File: src/rtl/div_iter.sv
`default_nettype none
// ============================================================================
//  Module      : div_iter
//  Description : Iterative radix-2 restoring divider for the execute stage.
//                DIV/DIVU with HI/LO result, pipeline stall request and
//                synchronous cancel.
//  Revision    : 1.0 - initial release
// ============================================================================
module div_iter #(
    parameter int WIDTH = 32
) (
    input  logic               clk,
    input  logic               rst,
    input  logic               start,
    input  logic               signed_div,
    input  logic [WIDTH-1:0]   a,
    input  logic [WIDTH-1:0]   b,
    input  logic               cancel,
    output logic               stall_req,
    output logic               ready,
    output logic [2*WIDTH-1:0] result
);

    localparam logic [1:0] S_IDLE = 2'd0;
    localparam logic [1:0] S_RUN  = 2'd1;
    localparam logic [1:0] S_DONE = 2'd2;

    localparam int              CW   = $clog2(WIDTH);
    localparam logic [CW-1:0]   LAST = CW'(WIDTH - 1);

    logic [1:0]       state_q, state_d;
    logic [CW-1:0]    cnt_q;
    logic [WIDTH-1:0] rem_q;      // partial remainder (always < divisor)
    logic [WIDTH-1:0] quo_q;      // dividend bits shift out, quotient bits shift in
    logic [WIDTH-1:0] dvs_q;      // |divisor|
    logic             sdiv_q;
    logic             sgnq_q;
    logic             sgnr_q;
    logic             dz_q;
    logic [2*WIDTH-1:0] result_q;

    logic             w_accept;
    logic             w_last;
    logic [WIDTH-1:0] w_a_abs;
    logic [WIDTH-1:0] w_b_abs;
    logic [WIDTH:0]   w_rem_sh;
    logic [WIDTH:0]   w_diff;
    logic             w_ge;
    logic [WIDTH-1:0] w_rem_nx;
    logic [WIDTH-1:0] w_quo_nx;
    logic [WIDTH-1:0] w_hi;
    logic [WIDTH-1:0] w_lo;

    assign w_accept = (state_q == S_IDLE) && start && !cancel;
    assign w_last   = (state_q == S_RUN) && (cnt_q == LAST) && !cancel;

    // Magnitudes are taken only for signed divides
    assign w_a_abs  = (signed_div && a[WIDTH-1]) ? -a : a;
    assign w_b_abs  = (signed_div && b[WIDTH-1]) ? -b : b;

    // One restoring step; the borrow of the 33-bit subtraction decides the bit
    assign w_rem_sh = {rem_q, quo_q[WIDTH-1]};
    assign w_diff   = w_rem_sh - {1'b0, dvs_q};
    assign w_ge     = !w_diff[WIDTH];
    assign w_rem_nx = w_ge ? w_diff[WIDTH-1:0] : w_rem_sh[WIDTH-1:0];
    assign w_quo_nx = {quo_q[WIDTH-2:0], w_ge};

    // Sign correction; with a zero divisor the remainder ends as |a|, so
    // re-applying the dividend sign restores the original a
    assign w_hi = (sdiv_q && sgnr_q) ? -w_rem_nx : w_rem_nx;
    assign w_lo = dz_q ? {WIDTH{1'b1}} : ((sdiv_q && sgnq_q) ? -w_quo_nx : w_quo_nx);

    // State register
    always_ff @(posedge clk) begin
        if (rst) state_q <= S_IDLE;
        else     state_q <= state_d;
    end

    // Next-state logic; cancel overrides every transition
    always_comb begin
        state_d = state_q;
        case (state_q)
            S_IDLE:  if (start)          state_d = S_RUN;
            S_RUN:   if (cnt_q == LAST)  state_d = S_DONE;
            S_DONE:                      state_d = S_IDLE;
            default:                     state_d = S_IDLE;
        endcase
        if (cancel) state_d = S_IDLE;
    end

    // Outputs: stall while accepting or iterating, ready only in an uncancelled DONE
    always_comb begin
        stall_req = !rst && (w_accept || (state_q == S_RUN));
        ready     = !rst && !cancel && (state_q == S_DONE);
    end

    // Operand latch, iteration datapath and counter
    always_ff @(posedge clk) begin
        if (rst) begin
            cnt_q  <= '0;
            rem_q  <= '0;
            quo_q  <= '0;
            dvs_q  <= '0;
            sdiv_q <= 1'b0;
            sgnq_q <= 1'b0;
            sgnr_q <= 1'b0;
            dz_q   <= 1'b0;
        end else if (cancel) begin
            cnt_q  <= '0;
        end else if (w_accept) begin
            cnt_q  <= '0;
            rem_q  <= '0;
            quo_q  <= w_a_abs;
            dvs_q  <= w_b_abs;
            sdiv_q <= signed_div;
            sgnq_q <= a[WIDTH-1] ^ b[WIDTH-1];
            sgnr_q <= a[WIDTH-1];
            dz_q   <= (b == '0);
        end else if (state_q == S_RUN) begin
            cnt_q  <= cnt_q + CW'(1);
            rem_q  <= w_rem_nx;
            quo_q  <= w_quo_nx;
        end
    end

    // Result loads on the final step so it is visible during DONE
    always_ff @(posedge clk) begin
        if (rst)         result_q <= '0;
        else if (w_last) result_q <= {w_hi, w_lo};
    end

    assign result = result_q;

endmodule
`default_nettype wire

File: config.mk
export PLATFORM = sky130hd
export DESIGN_NAME = div_iter
export DESIGN_NICKNAME = d
export VERILOG_FILES = /design/src/rtl/div_iter.sv
export SDC_FILE = /design/constraint.sdc
export NUM_CORES = 1
export LEC_CHECK = 0
export CORE_MARGIN = 4
export CORE_UTILIZATION = 52
export CTS_BUF_LIST = sky130_fd_sc_hd__clkbuf_2 sky130_fd_sc_hd__clkbuf_4 sky130_fd_sc_hd__clkbuf_8
export CTS_CLUSTER_SIZE = 10
export DETAILED_ROUTE_END_ITERATION = 10
export GPL_TIMING_DRIVEN = 0
export PLACE_DENSITY = 0.83
export SYNTH_ARGS = -nofsm -noshare
export SYNTH_HDL_FRONTEND = slang
export SYNTH_SLANG_ARGS = --single-unit
File: constraint.sdc
create_clock -name clk -period 14.3 [get_ports clk]
set_input_delay 1.43 -clock clk [delete_from_list [all_inputs] [get_ports clk]]
set_output_delay 1.43 -clock clk [all_outputs]
set_load 0.03 [all_outputs]
==> results of run 1 <==
==> power by group through the flow <==
| stage | combinational, mW | sequential, mW | clock (mW) |
|---|---|---|---|
| CTS | 0.283 | 0.504 | 0.347 |
| detailed placement | 0.281 | 0.516 | 0 |
| global placement | 0.277 | 0.515 | 0 |
| finish | 0.291 | 0.505 | 0.350 |
| global route | 0.313 | 0.507 | 0.367 |
| floorplan | 0.190 | 0.512 | 0 |
==> layout make-up <==
cell class | instances | area (µm²)
buffer | 110 | 445
sequential | 171 | 3420
multi-input combinational | 1308 | 8100
timing repair buffer | 134 | 1340
inverter | 56 | 210
tap | 313 | 392
clock buffer | 18 | 248
clock inverter | 14 | 146
fill | 2133 | 8540
==> kinds of logic after synthesis <==
family                     Yosys count
muxes                               31
and+or+nand+nor                    673
xor gates and xnor gates           110
buffers and inverters              166
adders and majority gates           39
AOI/OAI and AO/OA                  455
DFF                                171
==> metal layers <==
metal	global-route usage, %	vias to the layer above	routed length, µm
met5	0	-	13
met4	13.5	2	1960
met3	6.66	160	3680
li1	-	6298	-
met2	53.7	725	20000
met1	40.0	6333	17800
==> registers in the layout, indices dropped and copies added (netlist names) <==
signal / count
cnt_q: 5
state_q: 2
dz_q: 1
result: 64
rem_q: 32
dvs_q: 32
sgnq_q: 1
sdiv_q: 1
sgnr_q: 1
quo_q: 32
==> cell usage in the layout, fill, tap and decap left out, types with 7 or more instances in the layout <==
cell type | synthesis | final
sky130_fd_sc_hd__a21oi_1 | 88 | 88
sky130_fd_sc_hd__clkdlybuf4s50_1 | 0 | 134
sky130_fd_sc_hd__o41ai_1 | 10 | 10
sky130_fd_sc_hd__o31ai_1 | 22 | 22
sky130_fd_sc_hd__a21o_1 | 15 | 15
sky130_fd_sc_hd__o21ai_1 | 9 | 9
sky130_fd_sc_hd__xor2_1 | 49 | 49
sky130_fd_sc_hd__inv_1 | 54 | 54
sky130_fd_sc_hd__clkbuf_1 | 85 | 85
sky130_fd_sc_hd__o22ai_1 | 19 | 19
sky130_fd_sc_hd__buf_2 | 14 | 14
sky130_fd_sc_hd__nor3b_1 | 7 | 7
sky130_fd_sc_hd__o211ai_1 | 13 | 13
sky130_fd_sc_hd__o21ai_0 | 72 | 72
sky130_fd_sc_hd__buf_1 | 8 | 8
sky130_fd_sc_hd__and3_1 | 7 | 7
sky130_fd_sc_hd__ha_1 | 38 | 38
sky130_fd_sc_hd__nor4_1 | 23 | 23
sky130_fd_sc_hd__nor3_1 | 54 | 54
sky130_fd_sc_hd__o2111ai_1 | 8 | 8
sky130_fd_sc_hd__a211oi_1 | 34 | 34
sky130_fd_sc_hd__a311oi_1 | 36 | 36
sky130_fd_sc_hd__mux2i_1 | 26 | 26
sky130_fd_sc_hd__clkbuf_8 | 0 | 18
sky130_fd_sc_hd__nand2_1 | 177 | 177
sky130_fd_sc_hd__or3_1 | 22 | 22
sky130_fd_sc_hd__a21boi_0 | 8 | 8
sky130_fd_sc_hd__a31oi_1 | 47 | 47
sky130_fd_sc_hd__nand3_1 | 60 | 60
sky130_fd_sc_hd__and4_1 | 8 | 8
sky130_fd_sc_hd__dfxtp_1 | 171 | 171
sky130_fd_sc_hd__nor2_1 | 235 | 235
sky130_fd_sc_hd__xnor2_1 | 61 | 61
sky130_fd_sc_hd__or4_1 | 10 | 10
sky130_fd_sc_hd__nand2b_1 | 11 | 11
sky130_fd_sc_hd__and2_1 | 14 | 14
sky130_fd_sc_hd__nand4_1 | 10 | 10
==> critical path: stages (launching register included) <==
cell and delay (ps):
sky130_fd_sc_hd__dfxtp_1 440, sky130_fd_sc_hd__inv_1 70, sky130_fd_sc_hd__ha_1 240, sky130_fd_sc_hd__fa_1 440, sky130_fd_sc_hd__nand2b_1 220, sky130_fd_sc_hd__a21oi_1 370, sky130_fd_sc_hd__o211ai_1 240, sky130_fd_sc_hd__a21oi_2 440
sky130_fd_sc_hd__o211a_1 390, sky130_fd_sc_hd__nor2_4 90, sky130_fd_sc_hd__inv_2 220, sky130_fd_sc_hd__clkbuf_1 550, sky130_fd_sc_hd__o21ai_0 380, sky130_fd_sc_hd__inv_1 150, sky130_fd_sc_hd__ha_1 160, sky130_fd_sc_hd__clkbuf_1 420
sky130_fd_sc_hd__and4_1 280, sky130_fd_sc_hd__a41oi_1 220, sky130_fd_sc_hd__a211oi_2 270, sky130_fd_sc_hd__mux2_2 360, sky130_fd_sc_hd__o31ai_1 60
==> metrics by stage <==
stage / instances / hold slack (ps)
2_1_floorplan: 1645 / 432
3_3_place_gp: 2092 / 439
3_5_place_dp: 2092 / 444
4_1_cts: 2124 / 459
5_1_grt: 2124 / 482
6_report: 2124 / 458
==> worst max-delay path by stage <==
stage,from,endpoint,slack [ps],cells after the start
floorplan,quo_q[31],result[52],9800,21
global placement,cancel,stall_req,8540,7
detailed placement,quo_q[31],result[62],8560,20
CTS,quo_q[31],result[62],8490,20
global route,quo_q[31],result[62],7980,20
finish,quo_q[31],result[62],8210,20
==> run summary, run 1 <==
The flow ran to the end, and the final reports show no timing, DRC or antenna violations. The shortest clock period the worst path allows after layout is 6090 ps. For hold timing, the worst endpoint is result[34].

The slew of the pin with the lowest slew margin came out at 1040 ps. The number of clock sinks seen by CTS is 171. The count of cells along the worst hold path is 2. The adder and majority gate portion of the synthesized area is 4.07%.

The worst path meets setup with 8210 ps of slack. In this run the worst hold path is classified as flop to flop. The post-layout net count is 1906.

Setup repair after global routing left no endpoint under its margin. Of all cell types, the one taking the most synthesized area is sky130_fd_sc_hd__dfxtp_1. The setup violation total in the final timing report came out at 0. The number of design-rule violations left by the first detailed-router iteration is 1473.

The worst reg-to-reg path cell count is 20. Pin placement for this block handled 135 I/O pins. The number of antenna violations at the first check in global routing is 1. Setup total negative slack on the finished layout was measured at 0 ps. The switching power summed over all nets is 0.409 mW. The maximum fanout along the worst path came out at 10. The count of H-tree levels built during CTS is 4. In this run the most critical hold path is launched from result[34]. TritonCTS built the clock tree. Multiplexer cells account for 2.60% of the synthesized area. The pre-CTS setup slack is 8560 ps. The antenna diode count came out at 0. The relative max-transition margin is 30.6%.

Row generation in the floorplan step produced 55 rows. In this run the remaining antenna-violating nets after routing total 0. Summed over all layers, the routed wires come to 43400 µm. The number of max-slew violations in the final report came out at 0.

The switching portion of total power came out at 35.7%. Counting along the longest clock path gives a buffer depth of 2. The overall fraction of global-route tracks in use is 32.0%. The die covers 25900 µm². The average cell area after synthesis came out at 7.40 µm². The relative contribution of the clock network to total power came out at 30.5%. The critical path data required time came out at 14690 ps.

After routing the design area is 14300 µm². The width of the die came out at 161 µm. The maximum number of pins on one net before global-route repair is 19. By startpoint and endpoint, the worst setup path is classified as flop to flop. The later pin in the worst-skew pair is clocked with a latency of 490 ps. The count of final hold-check violations is 0. Among all cell types in the netlist, the one instantiated most often is sky130_fd_sc_hd__nor2_1. Summing the sequential cell areas from Yosys gives 28.1% of the chip area. The synthesized instance count is 1645. In this run, flip-flops and latches consume 44.1% of the power. The DRC violation count after routing came out at 0. The synthesized design contains 0 enable-type register cells. The core region is 22800 µm². The total leakage power is 5.07 nW. The die height is 161 µm.

In the synthesized netlist, the cells that appear most often are sky130_fd_sc_hd__nor2_1, sky130_fd_sc_hd__nand2_1, sky130_fd_sc_hd__dfxtp_1. The final period utilization came out at 42.6%. The combinational fraction of design power came out at 25.4%. The internal power consumption came out at 0.736 mW.

The total placed instance area came out at 13900 µm². The worst setup path is captured at a flop. TritonCTS created 17 clock buffers. Summing internal, switching and leakage power gives 1.15 mW. The simple-gate share of the synthesized area is 25.9%. The critical path data arrival time came out at 6480 ps. In the post-synthesis netlist, the biggest area contributors are sky130_fd_sc_hd__dfxtp_1, sky130_fd_sc_hd__nor2_1, sky130_fd_sc_hd__nand2_1. In this run the post-CTS setup repair buffer count came out at 0. The first TritonRoute pass finished after 8 iterations. The timing-limited maximum frequency is 164 MHz. After global routing the overflow that remains totals 0. The maximum ir drop on the vdd rail is 69.3 µV. The first-pass GRT wire length came out at 67200 µm.

The most used flip-flop cell after synthesis is sky130_fd_sc_hd__dfxtp_1. After Yosys synthesis, XOR and XNOR cells account for 7.91% of the synthesized area. After clock tree synthesis, the clock-pin slew on the worst setup and hold paths is 110 ps.

The cell area after synthesis is 12200 µm². The register-to-register setup slack came out at 8210 ps. The synthesized flop and latch total is 171.

The main combinational cell family by area after synthesis is compound AO/OA/AOI/OAI gates. The count of port buffers added during placement is 134. The total half-perimeter wirelength after legalization and detailed placement came out at 33900 µm. The routability congestion estimate is 0.996.

The root buffer selected by CTS is sky130_fd_sc_hd__clkbuf_8. The average wire per cell in the routed design is 20.4 µm. The total via count in the routed design is 13500.

The number of warning messages in the yosys log is 0. The clock skew after layout came out at 19.1 ps. The number of global-route vias before repair is 12700.

The post-route core utilization came out at 62.6%. The kind of start point of the critical path is a flop. The number of buffers added to fix hold violations after cts came out at 0. The number of max-cap violations is 0. In this run the biggest area consumer among cell types represents 28.1% of the synthesized area. The areal power density over the cells came out at 80.1 nW/µm².

The beginning of the worst register-to-register path is quo_q[31]. The number of distinct standard cells referenced by the synthesized netlist came out at 97. The endpoint of the most critical register-to-register path is result[62]. The share of the synthesized area in compound gates (AO/OA/AOI/OAI) came out at 26.0%. The total of cells resized after clock tree synthesis is 0. The number of vias per cell after detailed routing came out at 6.36. The initial utilization of the core area, before any placement, comes to 53.3%.

The synthesized netlist net count came out at 1753. Compared with the post-synthesis result, the final layout area differs by 17.5%. Of all flip-flops after synthesis, the portion carrying an async set or reset was 0%. The fraction of layout instances using a drive strength above 1 came out at 4.53%.
Note: power is estimated with default switching activity, not from simulation.
==> run 2: changes to the inputs <==
--- a/config.mk
+++ b/config.mk
@@ -11,7 +11,7 @@
 export CTS_CLUSTER_SIZE = 10
 export DETAILED_ROUTE_END_ITERATION = 10
 export GPL_TIMING_DRIVEN = 0
-export PLACE_DENSITY = 0.83
+export PLACE_DENSITY = 0.85
 export SYNTH_ARGS = -nofsm -noshare
 export SYNTH_HDL_FRONTEND = slang
 export SYNTH_SLANG_ARGS = --single-unit
==> constraint.sdc (replaced) <==
create_clock -name clk -period 5.1 [get_ports clk]
set_input_delay 0.51 -clock clk [delete_from_list [all_inputs] [get_ports clk]]
set_output_delay 0.51 -clock clk [all_outputs]
set_load 0.03 [all_outputs]
==> run summary, run 2 (synthesis results as in run 1) <==
The number of antenna violations at the first check in global routing came out at 0. The total via count in the routed design came out at 13500. The clock passes through at most 2 buffers. The count of final hold-check violations is 0. TritonCTS built the clock tree. Wire segments on met2 add up to 20000 µm in the final route. The critical path goes through inv_1 -> ha_1 -> buf_2 -> a21oi_2 -> nand2_1 -> o211ai_1 -> a21oi_4 -> o41ai_4 -> nor2_4 -> inv_2 -> clkbuf_4 -> nand2_1 -> o21ai_1 -> inv_1 -> ha_2 -> and4_1 -> a41oi_2 -> and3b_1 -> o32ai_1 -> a311oi_1. From synthesis to final layout, the design area changed by 17.7%. The worst setup path is launched from a flop. Total power for the finished layout comes to 3.20 mW. The first-pass GRT wire length is 67800 µm.

The worst hold path belongs to the class flop to flop. The critical path data required time is 5420 ps. The detail route stage leaves a number of antenna-violating nets equal to 0.

The floorplan has 55 rows. The number of antenna diodes in the final layout is 0. The areal power density over the cells came out at 223 nW/µm².

Entering global routing, the biggest net connects 18 pins. The overall fraction of global-route tracks in use is 32.4%. The count of port buffers added during placement is 134. On the worst path, the slowest cell contributes a delay of 530 ps. The number of design-rule violations left by the first detailed-router iteration came out at 1489. The tightest hold path in the finished design has a slack of 457 ps. The run finished with clean final reports. The die covers 25900 µm². In the final routing, the length of wire on met1 measures 18000 µm.

The setup violation total in the final timing report came out at 0. The number of global-route vias before repair was 12500. STA classifies the critical path endpoint as a flop. The count of H-tree levels built during CTS is 4. The timing-limited maximum frequency came out at 206 MHz. The width of the die came out at 161 µm.

The tool flagged a number of max-cap violations equal to 0. The worst setup path is of the flop to flop kind. The library cells used most frequently in the layout, excluding fill and tap cells, are sky130_fd_sc_hd__nor2_1, sky130_fd_sc_hd__nand2_1, sky130_fd_sc_hd__dfxtp_1, sky130_fd_sc_hd__clkdlybuf4s50_1, sky130_fd_sc_hd__a21oi_1. The total half-perimeter wirelength after legalization and detailed placement is 34100 µm. Signal routing reaches up to met4. The shortest clock period the worst path allows after layout came out at 4860 ps. The total leakage power came out at 5.06 nW. The register-to-register setup slack is 240 ps. The maximum fanout along the worst path came out at 10. The flip-flop count of the largest register, all copies and words added is 64. The post-CTS clock slew at the launch and capture registers of the worst setup and hold paths came out at 110 ps. The number of vias per cell after detailed routing is 6.35. The critical path data arrival time is 5180 ps. The clock net in this run drives a total of 171 sinks. The dominant delay contributor by cell family on the critical path is compound AO/OA/AOI/OAI gates. On the critical path, the stage with the largest delay is an instance of sky130_fd_sc_hd__o41ai_4. The count of TritonRoute iterations in the first routing pass is 7. At the pin with the least slew margin, the transition time is 982 ps.

Setup repair after global routing left no endpoint under its margin. The number of buffer and inverter instances along the worst setup path came out at 5. The post-layout net count is 1907. The remaining global-route overflow came out at 0. In the routed design, unresolved DRC markers number 0. The relative max-transition margin is 34.3%. The met3 wire length came out at 3690 µm. The fraction of layout instances using a drive strength above 1 is 4.91%. The clock latency on the worst-skew pair is 480 ps. The worst-case IR drop observed on VDD is 156 µV.

Leaving out fill and tap cells, the most frequent cell in the layout is sky130_fd_sc_hd__nor2_1. Clock tree synthesis selected as its root buffer the cell sky130_fd_sc_hd__clkbuf_8. The wire length reported by the detailed router is 43900 µm.

The top-level port count came out at 135. Once placement finished, the instance area stood at 13900 µm². The number of max-slew violations in the final report is 0. The die height came out at 161 µm. The number of cells after detailed placement came out at 2092.

The post-route core utilization is 62.7%. The average wire per cell in the routed design came out at 20.6 µm. The number of buffers created by CTS is 17. The final period utilization came out at 95.2%. The routability congestion estimate is 1.01. The total core area is 22800 µm². On the final layout, the worst clock skew is 15.0 ps.

The post-route cell area is 14300 µm². The count of cells in the finished layout, fillers not included, comes to 2125. The initial cell density of the core came out at 53.3%.
-- run 2: area by class of cell --
class | instances | area [µm²]
Buffer | 109 | 445
Clock buffer | 19 | 249
Clock inverter | 13 | 123
Fill cell | 2121 | 8510
Inverter | 56 | 210
Multi-Input combinational cell | 1308 | 8140
Sequential cell | 171 | 3420
Tap cell | 313 | 392
Timing Repair Buffer | 136 | 1360
-- run 2: worst paths after layout --
kind | from | to | cells after the start
setup / recovery | dvs_q[7] | result[52] | 20
hold / removal | result[34] | result[34] | 2
setup reg to reg | dvs_q[7] | result[52] | 20
hold reg to reg | result[34] | result[34] | 2
-- run 2: power breakdown --
part,leakage [nW],total [mW],internal [mW],switching (mW)
Combinational,3.48,0.826,0.313,0.513
Clock,0.193,0.957,0.370,0.587
Sequential,1.39,1.42,1.37,0.0407
-- run 2: metrics by stage --
stage	worst slack, ps	setup TNS [ps]
floorplan	604	0
global placement	-518	-3360
detailed placement	-540	-3620
CTS	52.9	0
global route	15.0	0
finish	245	0
-- run 2: what timing repair did --
item	CTS	global route
resized for setup	4	8
hold buffers	0	0
endpoints found under the setup margin	10	9
pin swaps	1	3
buffers inserted	1	1
-- run 2: worst reg2reg max path, delay by kind of cell (launching register included) --
family	cells	cell delay [ps]
buf+inv	5	970
simple gates	5	680
flops	1	320
fa+ha+maj	2	550
compound gates	8	2160
-- run 2: layer usage --
layer,GRT usage [%],vias to the layer above
met4,14.7,0
li1,-,6331
met1,42.1,6284
met5,0,-
met2,53.3,724
met3,5.15,148
==> run 3: changes to the inputs <==
--- a/config.mk
+++ b/config.mk
@@ -15,3 +15,4 @@
 export SYNTH_ARGS = -nofsm -noshare
 export SYNTH_HDL_FRONTEND = slang
 export SYNTH_SLANG_ARGS = --single-unit
+export TNS_END_PERCENT = 5
==> results of run 3 <==
Final layout, timing and power as in run 2 (identical DEF).
